[src/rtl/aq_f_spsram_bist_ctrl.sv]
// aq_f_spsram_bist_ctrl
// March-test initiator for a single-port SRAM wrapper. In IDLE/DONE the
// functional requester passes straight through to the SRAM. bist_start
// seizes the port and runs a four-element march:
//   M0 up: w(P)   M1 up: r(P),w(~P)   M2 down: r(~P),w(P)   M3 down: r(P)
// followed by a DRAIN cycle for the final pipelined M3 compare.
//
// Ports:
//   CLK, RST                  clock, asynchronous active-high reset
//   bist_start                single-cycle start request (IDLE/DONE only)
//   bist_busy                 march in progress, BIST owns the SRAM
//   bist_done, bist_fail      sticky completion / mismatch flags
//   bist_fail_addr/elem/syn   first-failure diagnostics
//   func_*                    functional SRAM request; func_q mirrors sram_q
//   sram_*                    SRAM wrapper port (CEN active low, GWEN=1 write,
//                             WEN active-high bit write enable)
//
// Configuration macro: AQ_SPSRAM_BIST_DIAG_EN
//   defined   - first mismatch captures addr/element/syndrome, frozen until
//               the next start or reset
//   undefined - diag outputs tie to 0, no capture registers
module aq_f_spsram_bist_ctrl #(
    parameter int unsigned ADDR_WIDTH = 6,
    parameter int unsigned DATA_WIDTH = 58,
    parameter logic [DATA_WIDTH-1:0] BIST_PATTERN = {29{2'b01}}
) (
    input  logic                  CLK,
    input  logic                  RST,
    input  logic                  bist_start,
    output logic                  bist_busy,
    output logic                  bist_done,
    output logic                  bist_fail,
    output logic [ADDR_WIDTH-1:0] bist_fail_addr,
    output logic [1:0]            bist_fail_elem,
    output logic [DATA_WIDTH-1:0] bist_fail_syn,
    input  logic [ADDR_WIDTH-1:0] func_a,
    input  logic                  func_cen,
    input  logic                  func_gwen,
    input  logic [DATA_WIDTH-1:0] func_wen,
    input  logic [DATA_WIDTH-1:0] func_d,
    output logic [DATA_WIDTH-1:0] func_q,
    output logic [ADDR_WIDTH-1:0] sram_a,
    output logic                  sram_cen,
    output logic                  sram_gwen,
    output logic [DATA_WIDTH-1:0] sram_wen,
    output logic [DATA_WIDTH-1:0] sram_d,
    input  logic [DATA_WIDTH-1:0] sram_q
);

    typedef enum logic [2:0] {
        ST_IDLE  = 3'd0,
        ST_M0    = 3'd1,
        ST_M1    = 3'd2,
        ST_M2    = 3'd3,
        ST_M3    = 3'd4,
        ST_DRAIN = 3'd5,
        ST_DONE  = 3'd6
    } state_t;

    localparam logic [ADDR_WIDTH-1:0] ADDR_MAX = '1;
    localparam logic [ADDR_WIDTH-1:0] ADDR_ONE = ADDR_WIDTH'(1);

    state_t                  state_q, state_d;
    logic [ADDR_WIDTH-1:0]   addr_q, addr_d;
    logic                    phase_q, phase_d;      // 0: read, 1: write+compare
    logic                    m3_pend_q, m3_pend_d;  // an M3 read awaits compare
    logic                    busy_q, busy_d;
    logic                    done_q, done_d;
    logic                    fail_q, fail_d;

    logic                    start_acc;
    logic                    cmp_en;
    logic [DATA_WIDTH-1:0]   cmp_exp;
    logic [DATA_WIDTH-1:0]   cmp_syn;
    logic                    mismatch;

    // Next-state, address sequencing and compare
    always_comb begin
        state_d   = state_q;
        addr_d    = addr_q;
        phase_d   = phase_q;
        m3_pend_d = m3_pend_q;
        busy_d    = busy_q;
        done_d    = done_q;
        fail_d    = fail_q;
        start_acc = 1'b0;
        cmp_en    = 1'b0;
        cmp_exp   = BIST_PATTERN;

        case (state_q)
            ST_IDLE, ST_DONE: begin
                if (bist_start) begin
                    start_acc = 1'b1;
                    state_d   = ST_M0;
                    addr_d    = '0;
                    phase_d   = 1'b0;
                    m3_pend_d = 1'b0;
                    busy_d    = 1'b1;
                    done_d    = 1'b0;
                    fail_d    = 1'b0;
                end
            end
            ST_M0: begin
                addr_d = addr_q + ADDR_ONE;
                if (addr_q == ADDR_MAX) begin
                    state_d = ST_M1;
                end
            end
            ST_M1: begin
                phase_d = ~phase_q;
                if (phase_q) begin
                    cmp_en = 1'b1;
                    addr_d = addr_q + ADDR_ONE;
                    if (addr_q == ADDR_MAX) begin
                        // descending element starts from the top
                        state_d = ST_M2;
                        addr_d  = ADDR_MAX;
                    end
                end
            end
            ST_M2: begin
                phase_d = ~phase_q;
                cmp_exp = ~BIST_PATTERN;
                if (phase_q) begin
                    cmp_en = 1'b1;
                    addr_d = addr_q - ADDR_ONE;
                    if (addr_q == '0) begin
                        state_d = ST_M3;
                    end
                end
            end
            ST_M3: begin
                // compare the previous cycle's read while issuing the next
                cmp_en    = m3_pend_q;
                m3_pend_d = 1'b1;
                addr_d    = addr_q - ADDR_ONE;
                if (addr_q == '0) begin
                    state_d = ST_DRAIN;
                end
            end
            ST_DRAIN: begin
                cmp_en    = m3_pend_q;
                m3_pend_d = 1'b0;
                addr_d    = '0;
                busy_d    = 1'b0;
                done_d    = 1'b1;
                state_d   = ST_DONE;
            end
            default: begin
                state_d = ST_IDLE;
            end
        endcase

        cmp_syn  = sram_q ^ cmp_exp;
        mismatch = cmp_en && (cmp_syn != '0);
        if (mismatch) begin
            fail_d = 1'b1;
        end
    end

    always_ff @(posedge CLK or posedge RST) begin
        if (RST) begin
            state_q   <= ST_IDLE;
            addr_q    <= '0;
            phase_q   <= 1'b0;
            m3_pend_q <= 1'b0;
            busy_q    <= 1'b0;
            done_q    <= 1'b0;
            fail_q    <= 1'b0;
        end else begin
            state_q   <= state_d;
            addr_q    <= addr_d;
            phase_q   <= phase_d;
            m3_pend_q <= m3_pend_d;
            busy_q    <= busy_d;
            done_q    <= done_d;
            fail_q    <= fail_d;
        end
    end

    // SRAM port: pass-through when idle/done, march access otherwise
    always_comb begin
        sram_a    = func_a;
        sram_cen  = func_cen;
        sram_gwen = func_gwen;
        sram_wen  = func_wen;
        sram_d    = func_d;
        if (state_q != ST_IDLE && state_q != ST_DONE) begin
            sram_a    = addr_q;
            sram_cen  = (state_q == ST_DRAIN);
            sram_wen  = '1;
            sram_gwen = 1'b0;
            sram_d    = BIST_PATTERN;
            case (state_q)
                ST_M0: sram_gwen = 1'b1;
                ST_M1: begin
                    sram_gwen = phase_q;
                    sram_d    = ~BIST_PATTERN;
                end
                ST_M2: sram_gwen = phase_q;
                default: sram_gwen = 1'b0;
            endcase
        end
    end

    assign func_q    = sram_q;
    assign bist_busy = busy_q;
    assign bist_done = done_q;
    assign bist_fail = fail_q;

`ifdef AQ_SPSRAM_BIST_DIAG_EN
    logic [ADDR_WIDTH-1:0] fail_addr_q, fail_addr_d;
    logic [1:0]            fail_elem_q, fail_elem_d;
    logic [DATA_WIDTH-1:0] fail_syn_q, fail_syn_d;
    logic [ADDR_WIDTH-1:0] cmp_addr;
    logic [1:0]            cmp_elem;

    // First-failure capture; M3 compares lag the read address by one step
    always_comb begin
        fail_addr_d = fail_addr_q;
        fail_elem_d = fail_elem_q;
        fail_syn_d  = fail_syn_q;
        cmp_addr    = addr_q;
        cmp_elem    = 2'd0;
        case (state_q)
            ST_M1:    cmp_elem = 2'd1;
            ST_M2:    cmp_elem = 2'd2;
            ST_M3: begin
                cmp_elem = 2'd3;
                cmp_addr = addr_q + ADDR_ONE;
            end
            ST_DRAIN: begin
                cmp_elem = 2'd3;
                cmp_addr = '0;
            end
            default:  cmp_elem = 2'd0;
        endcase
        if (start_acc) begin
            fail_addr_d = '0;
            fail_elem_d = 2'd0;
            fail_syn_d  = '0;
        end else if (mismatch && !fail_q) begin
            fail_addr_d = cmp_addr;
            fail_elem_d = cmp_elem;
            fail_syn_d  = cmp_syn;
        end
    end

    always_ff @(posedge CLK or posedge RST) begin
        if (RST) begin
            fail_addr_q <= '0;
            fail_elem_q <= 2'd0;
            fail_syn_q  <= '0;
        end else begin
            fail_addr_q <= fail_addr_d;
            fail_elem_q <= fail_elem_d;
            fail_syn_q  <= fail_syn_d;
        end
    end

    assign bist_fail_addr = fail_addr_q;
    assign bist_fail_elem = fail_elem_q;
    assign bist_fail_syn  = fail_syn_q;
`else
    assign bist_fail_addr = '0;
    assign bist_fail_elem = 2'd0;
    assign bist_fail_syn  = '0;
`endif

endmodule

[config.mk]
export PLATFORM = sky130hd
export DESIGN_NAME = aq_f_spsram_bist_ctrl
export DESIGN_NICKNAME = d
export VERILOG_FILES = /design/src/rtl/aq_f_spsram_bist_ctrl.sv
export SDC_FILE = /design/constraint.sdc
export NUM_CORES = 1
export LEC_CHECK = 0
export ABC_AREA = 1
export CORE_AREA = 3 3 170 172
export DETAILED_ROUTE_END_ITERATION = 8
export DIE_AREA = 0 0 173 175
export SLEW_MARGIN = 0
export SYNTH_ARGS = -nofsm -noshare
export SYNTH_HDL_FRONTEND = slang
export SYNTH_SLANG_ARGS = --single-unit
[constraint.sdc]
create_clock -name CLK -period 1.6 [get_ports CLK]
set_input_delay 0.24 -clock CLK [delete_from_list [all_inputs] [get_ports CLK]]
set_output_delay 0.24 -clock CLK [all_outputs]
set_load 0.1 [all_outputs]
== Word level (Yosys, flattened, before mapping) ==
Cells that the tools add are included.

* Bits in registers: 14
* Input port bits: 185
* Output and inout port bits: 251

* Bitwise logic cells: 2
* Equal/unequal tests: 15
* $add $sub $neg: 2
* Reduce and logical (&&, ||, !) cells: 21
* Mux-type cells: 31

{| class="wikitable"
|+ Operators with widths
! operator !! number
|-
| $mux 58 || 4
|-
| $reduce_bool 58->1 || 1
|-
| $xor 58x58->58 || 1
|-
| $pmux 6 s6 || 1
|-
| $mux 6 || 5
|-
| $mux 3 || 7
|-
| $pmux 3 s6 || 1
|-
| $ne 2x2->1 const B || 7
|-
| $pmux 1 s2 || 5
|-
| $eq 3x3->1 const B || 3
|-
| $reduce_and 2->1 || 4
|-
| $reduce_bool 2->1 || 4
|-
| $mux 1 || 7
|-
| $reduce_and 7->1 || 1
|-
| $add 6x1->6 const B || 1
|-
| $eq 3x2->1 const B || 2
|-
| $eq 6x6->1 const B || 1
|-
| $logic_not 6->1 || 1
|-
| $reduce_bool 3->1 || 2
|-
| $reduce_bool 6->1 || 1
|-
| $reduce_or 2->1 || 3
|-
| $sub 6x1->6 const B || 1
|-
| $reduce_and 4->1 || 1
|-
| $eq 3x1->1 const B || 1
|-
| other kinds (5) || 6
|}

== Logic depth before layout (Yosys ltp) ==
Gate-level depths: netlist (run 1).

* Depth in word-level cells: 7
* Gate-level depth with buffers: 10

== Least setup slack after synthesis (run 1) ==
Ideal clock, no wire load.

* Path kind: flip-flop to output port
* Start point: register state_q[2]
* End point: output port sram_a[0]
* Path slack: -1787 ps
* Cell stages (with the launch flop): 8
* Required time: 1360 ps
* Arrival time: 3147 ps
* Path buffers: 1
* Cells stage by stage: dfrtp_1 inv_2 nor2_2 nor2_4 nand2_2 inv_1 buf_2 o21ai_0

* Longest elaborated chain between the ends: 3

{| class="wikitable"
|+ RTL lines
! element !! line !! RTL
|-
| from (decl) || 63 || <nowiki>state_t state_q, state_d;</nowiki>
|-
| from (signal assigned) || 171 || <nowiki>state_q <= state_d;</nowiki>
|-
| $ne 3x3->1 or $reduce_bool 3->1 (tied branches) || 188 || <nowiki>if (state_q != ST_IDLE && state_q != ST_DONE) begin</nowiki>
|-
| $logic_and 1x1->1 (*) || 188 ||
|-
| $mux 6 (*) || 188 ||
|-
| to (decl) || 42 || <nowiki>output logic [ADDR_WIDTH-1:0] sram_a,</nowiki>
|}

Every way passes the cells marked *; elsewhere a longest branch is shown, timed or not.

== Worst setup path after layout (run 1) ==
* Start point: register state_q[2]
* End point: output port sram_wen[41]

* Longest elaborated chain between the ends: 3

{| class="wikitable"
|+ RTL lines
! element !! line !! RTL
|-
| $ne 3x3->1 or $reduce_bool 3->1 (tied branches) || 188 ||
|-
| $logic_and 1x1->1 (*) || 188 ||
|-
| $mux 58 (*) || 188 ||
|-
| to (decl) || 45 || <nowiki>output logic [DATA_WIDTH-1:0] sram_wen,</nowiki>
|}

Marked as above.

==> results.md, run 1 <==
* Layout Area Growth over Synthesis at 209%
* Commonest non-fill, non-tap cell in the layout: buf_12
* Std cell rows at 61
* Reg-to-Reg End: state_q[1]
* Synth top area share at 0.273
* Setup CP Type: reg2out
* Library cells used by synthesis at 24
* Setup violations, final at 126
* Insertion delay to the later sink of the worst-skew pair at 0.24 ns
* Die W at 173 um
* H-tree depth at 1
* Post-synthesis sequential area ratio at 0.102
* Number of instances in the placed design at 1,388
* Hold Crit Class: in2async
* Min Hold Slack at 0.383 ns
* CTS sink cnt at 14
* Status: finished with violations
* Gr usage total at 0.111
* Avg Cell Area, Syn at 5.43 um2
* Predominant post-synthesis flop cell: dfrtp_1
* Post-CTS Hold Fix Bufs at 0
* Fmax at 534 MHz
* Asr flop ratio synth at 1.00
* First-pass detailed-route iteration total at 4
* Routed Antenna Nets at 0
* Most frequent cells in the layout: buf_12, clkdlybuf4s50_1, nand2_1
* Routed wire length per instance at 13.2 um
* Setup TNS Final at -28.57 ns
* Place WS at -0.0679 ns
* Root Driver: clkbuf_16
* CP arrival at 1.63 ns
* CTS buffer count at 3
* Vias in the first global route at 4,791
* Initial DRC Count at 132
* Min Tclk post-route at 1.87 ns
* PortBufs at 369
* Setup crit end kind: output pin
* Fin crit share at 1.17
* Top sig layer: met4
* Final hold violation count at 0
* Synth warnings at 0
* Critical path's slowest cell: dfrtp_1
* Clock Skews at 0.000909 ns
* Final #Nets at 1,213
* Startpoint types: flop
* CP cell instances: inv_2 > nor2_4 > nor2_4 > nand2_4 > buf_12 > or2_4 > buf_12
* R2R setup slack at -0.05 ns
* WL met1 at 6.73 mm
* CP peak stage delay at 0.38 ns
* First-pass GRT wire length at 27.1 mm
* Worst r2r src: state_q[2]
* Worst-path fanout max at 40
* Grt ovf at 0
* Worst setup margin at -0.274 ns
* EDFF count, synth at 0
* Layout cells sized above 1 at 0.442
* # DRC at 0
* CP Data Required Time at 1.36 ns
* Slew margin rel. at 0.574
* Maxcap violations at 0
* Worst r2r path cells at 11
* Synthesized area at 3440 um2
* Failing checks: setup timing
* Core box area at 27,600 um2
* Largest area contributor in the netlist: buf_4
* Seq cells post-synth at 14
* Fillers at 2,744
* Vias post-DR at 4,880
* Slew @ Worst Pin at 0.638 ns
* Worst-path clk slew at 0.05 ns
* Final Wtd Congestion at 0.862
* Synth Instances at 633
* I/O Pins at 436
* RSZ-0062 raised after global routing: true
* Met3 Wirelength at 1.34 mm
* CTS tree: yes
* Cell Count, Final, Fillers Out at 1,402
* Largest net degree at the start of global routing at 41
* Antenna Cells at 0
* Max clock buf depth at 2
* Die area at 30,300 um2
* Routed wire length on met2 at 10.3 mm
* Vias per cell at 3.48
* Max Slew Vio Count at 0
* Starting Density at 0.124
* Die H at 175 um
* Total Routed Length at 18.5 mm
* Hpwl dp at 15.7 mm
* Top post-synthesis cells by area: buf_4, nand2_1, dfrtp_1
* Initial antenna violation count at 0
## layer usage
| metal | global-route usage | up-vias |
|---|---|---|
| met3 | 0.0256 | 8 |
| met2 | 0.225 | 233 |
| met4 | 0.0139 | 0 |
| met5 | 0 | - |
| li1 | - | 2476 |
| met1 | 0.120 | 2163 |
## state kept, by name, indices dropped and copies added, names as in the netlist
| register | count |
|---|---|
| addr_q | 6 |
| bist_busy | 1 |
| bist_done | 1 |
| bist_fail | 1 |
| m3_pend_q | 1 |
| phase_q | 1 |
| state_q | 3 |
## logic make-up (layout without fill, tap and decap cells)
logic type	Yosys count	after routing	share of synthesized area
xor+xnor	3	3	0.00765
other cells	1	66	0.00109
flops	14	14	0.102
fa+ha+maj	3	3	0.0109
simple gates	382	382	0.478
compound gates	21	21	0.0313
buf+inv	209	535	0.369
## cell type report
class                   count  area [um2]  area share
clock buffers               4        88.8     0.00836
inverters                  63         236      0.0222
multi-input cells         475        2930       0.276
flip-flops and latches     14         352      0.0331
repair buffers            468        6550       0.616
well taps                 378         473      0.0445
## cell usage after synthesis, drive strengths merged (3+ instances only)
cell / number
o21ai: 16
nand3: 22
a21oi: 3
dfrtp: 14
ha: 3
nand2: 226
or2: 59
buf: 139
xor2: 3
nor2: 71
inv: 63
clkbuf: 7
## how the worst max path moves through the flow
stage	from	endpoint	cells past startpoint
global placement	state_q[1]	sram_wen[47]	6
floorplan	state_q[2]	sram_d[18]	6
finish	state_q[2]	sram_wen[41]	7
global route	state_q[2]	sram_a[3]	9
CTS	state_q[1]	sram_d[26]	7
detailed placement	state_q[1]	sram_wen[47]	6
## critical path, delay by kind of cell (launching register included)
kind                   cells  cell delay, ns
AND/OR/NAND/NOR            4            0.56
buffers and inverters      3            0.42
flip-flops                 1            0.38
## stage by stage
stage | instance area, um2 | utilization
2_1_floorplan | 4450 | -
3_5_place_dp | 10200 | 0.367
6_report | 10600 | 0.385
4_1_cts | 10500 | 0.380
5_1_grt | 10600 | 0.385
3_3_place_gp | 10200 | 0.367
## timing repair
action / 4_1_cts / 5_1_grt
pin swaps: 0 / 1
resized for setup: 47 / 12
setup endpoints to repair: 132 / 134
buffers inserted: 4 / 0
cloned: 3 / 3
Power of run 1 is not shown: default switching activity piles up to over one toggle a cycle in this logic, so the estimate is an artifact.
==> run 2: changes to the inputs <==
--- a/config.mk
+++ b/config.mk
@@ -9,6 +9,7 @@
 export CORE_AREA = 3 3 170 172
 export DETAILED_ROUTE_END_ITERATION = 8
 export DIE_AREA = 0 0 173 175
+export HOLD_SLACK_MARGIN = 0.06
 export SLEW_MARGIN = 0
 export SYNTH_ARGS = -nofsm -noshare
 export SYNTH_HDL_FRONTEND = slang
==> results of run 2 <==
No change in the layout: final DEF, timing and power equal those of run 1.
Power of run 2 is left out for the same reason.
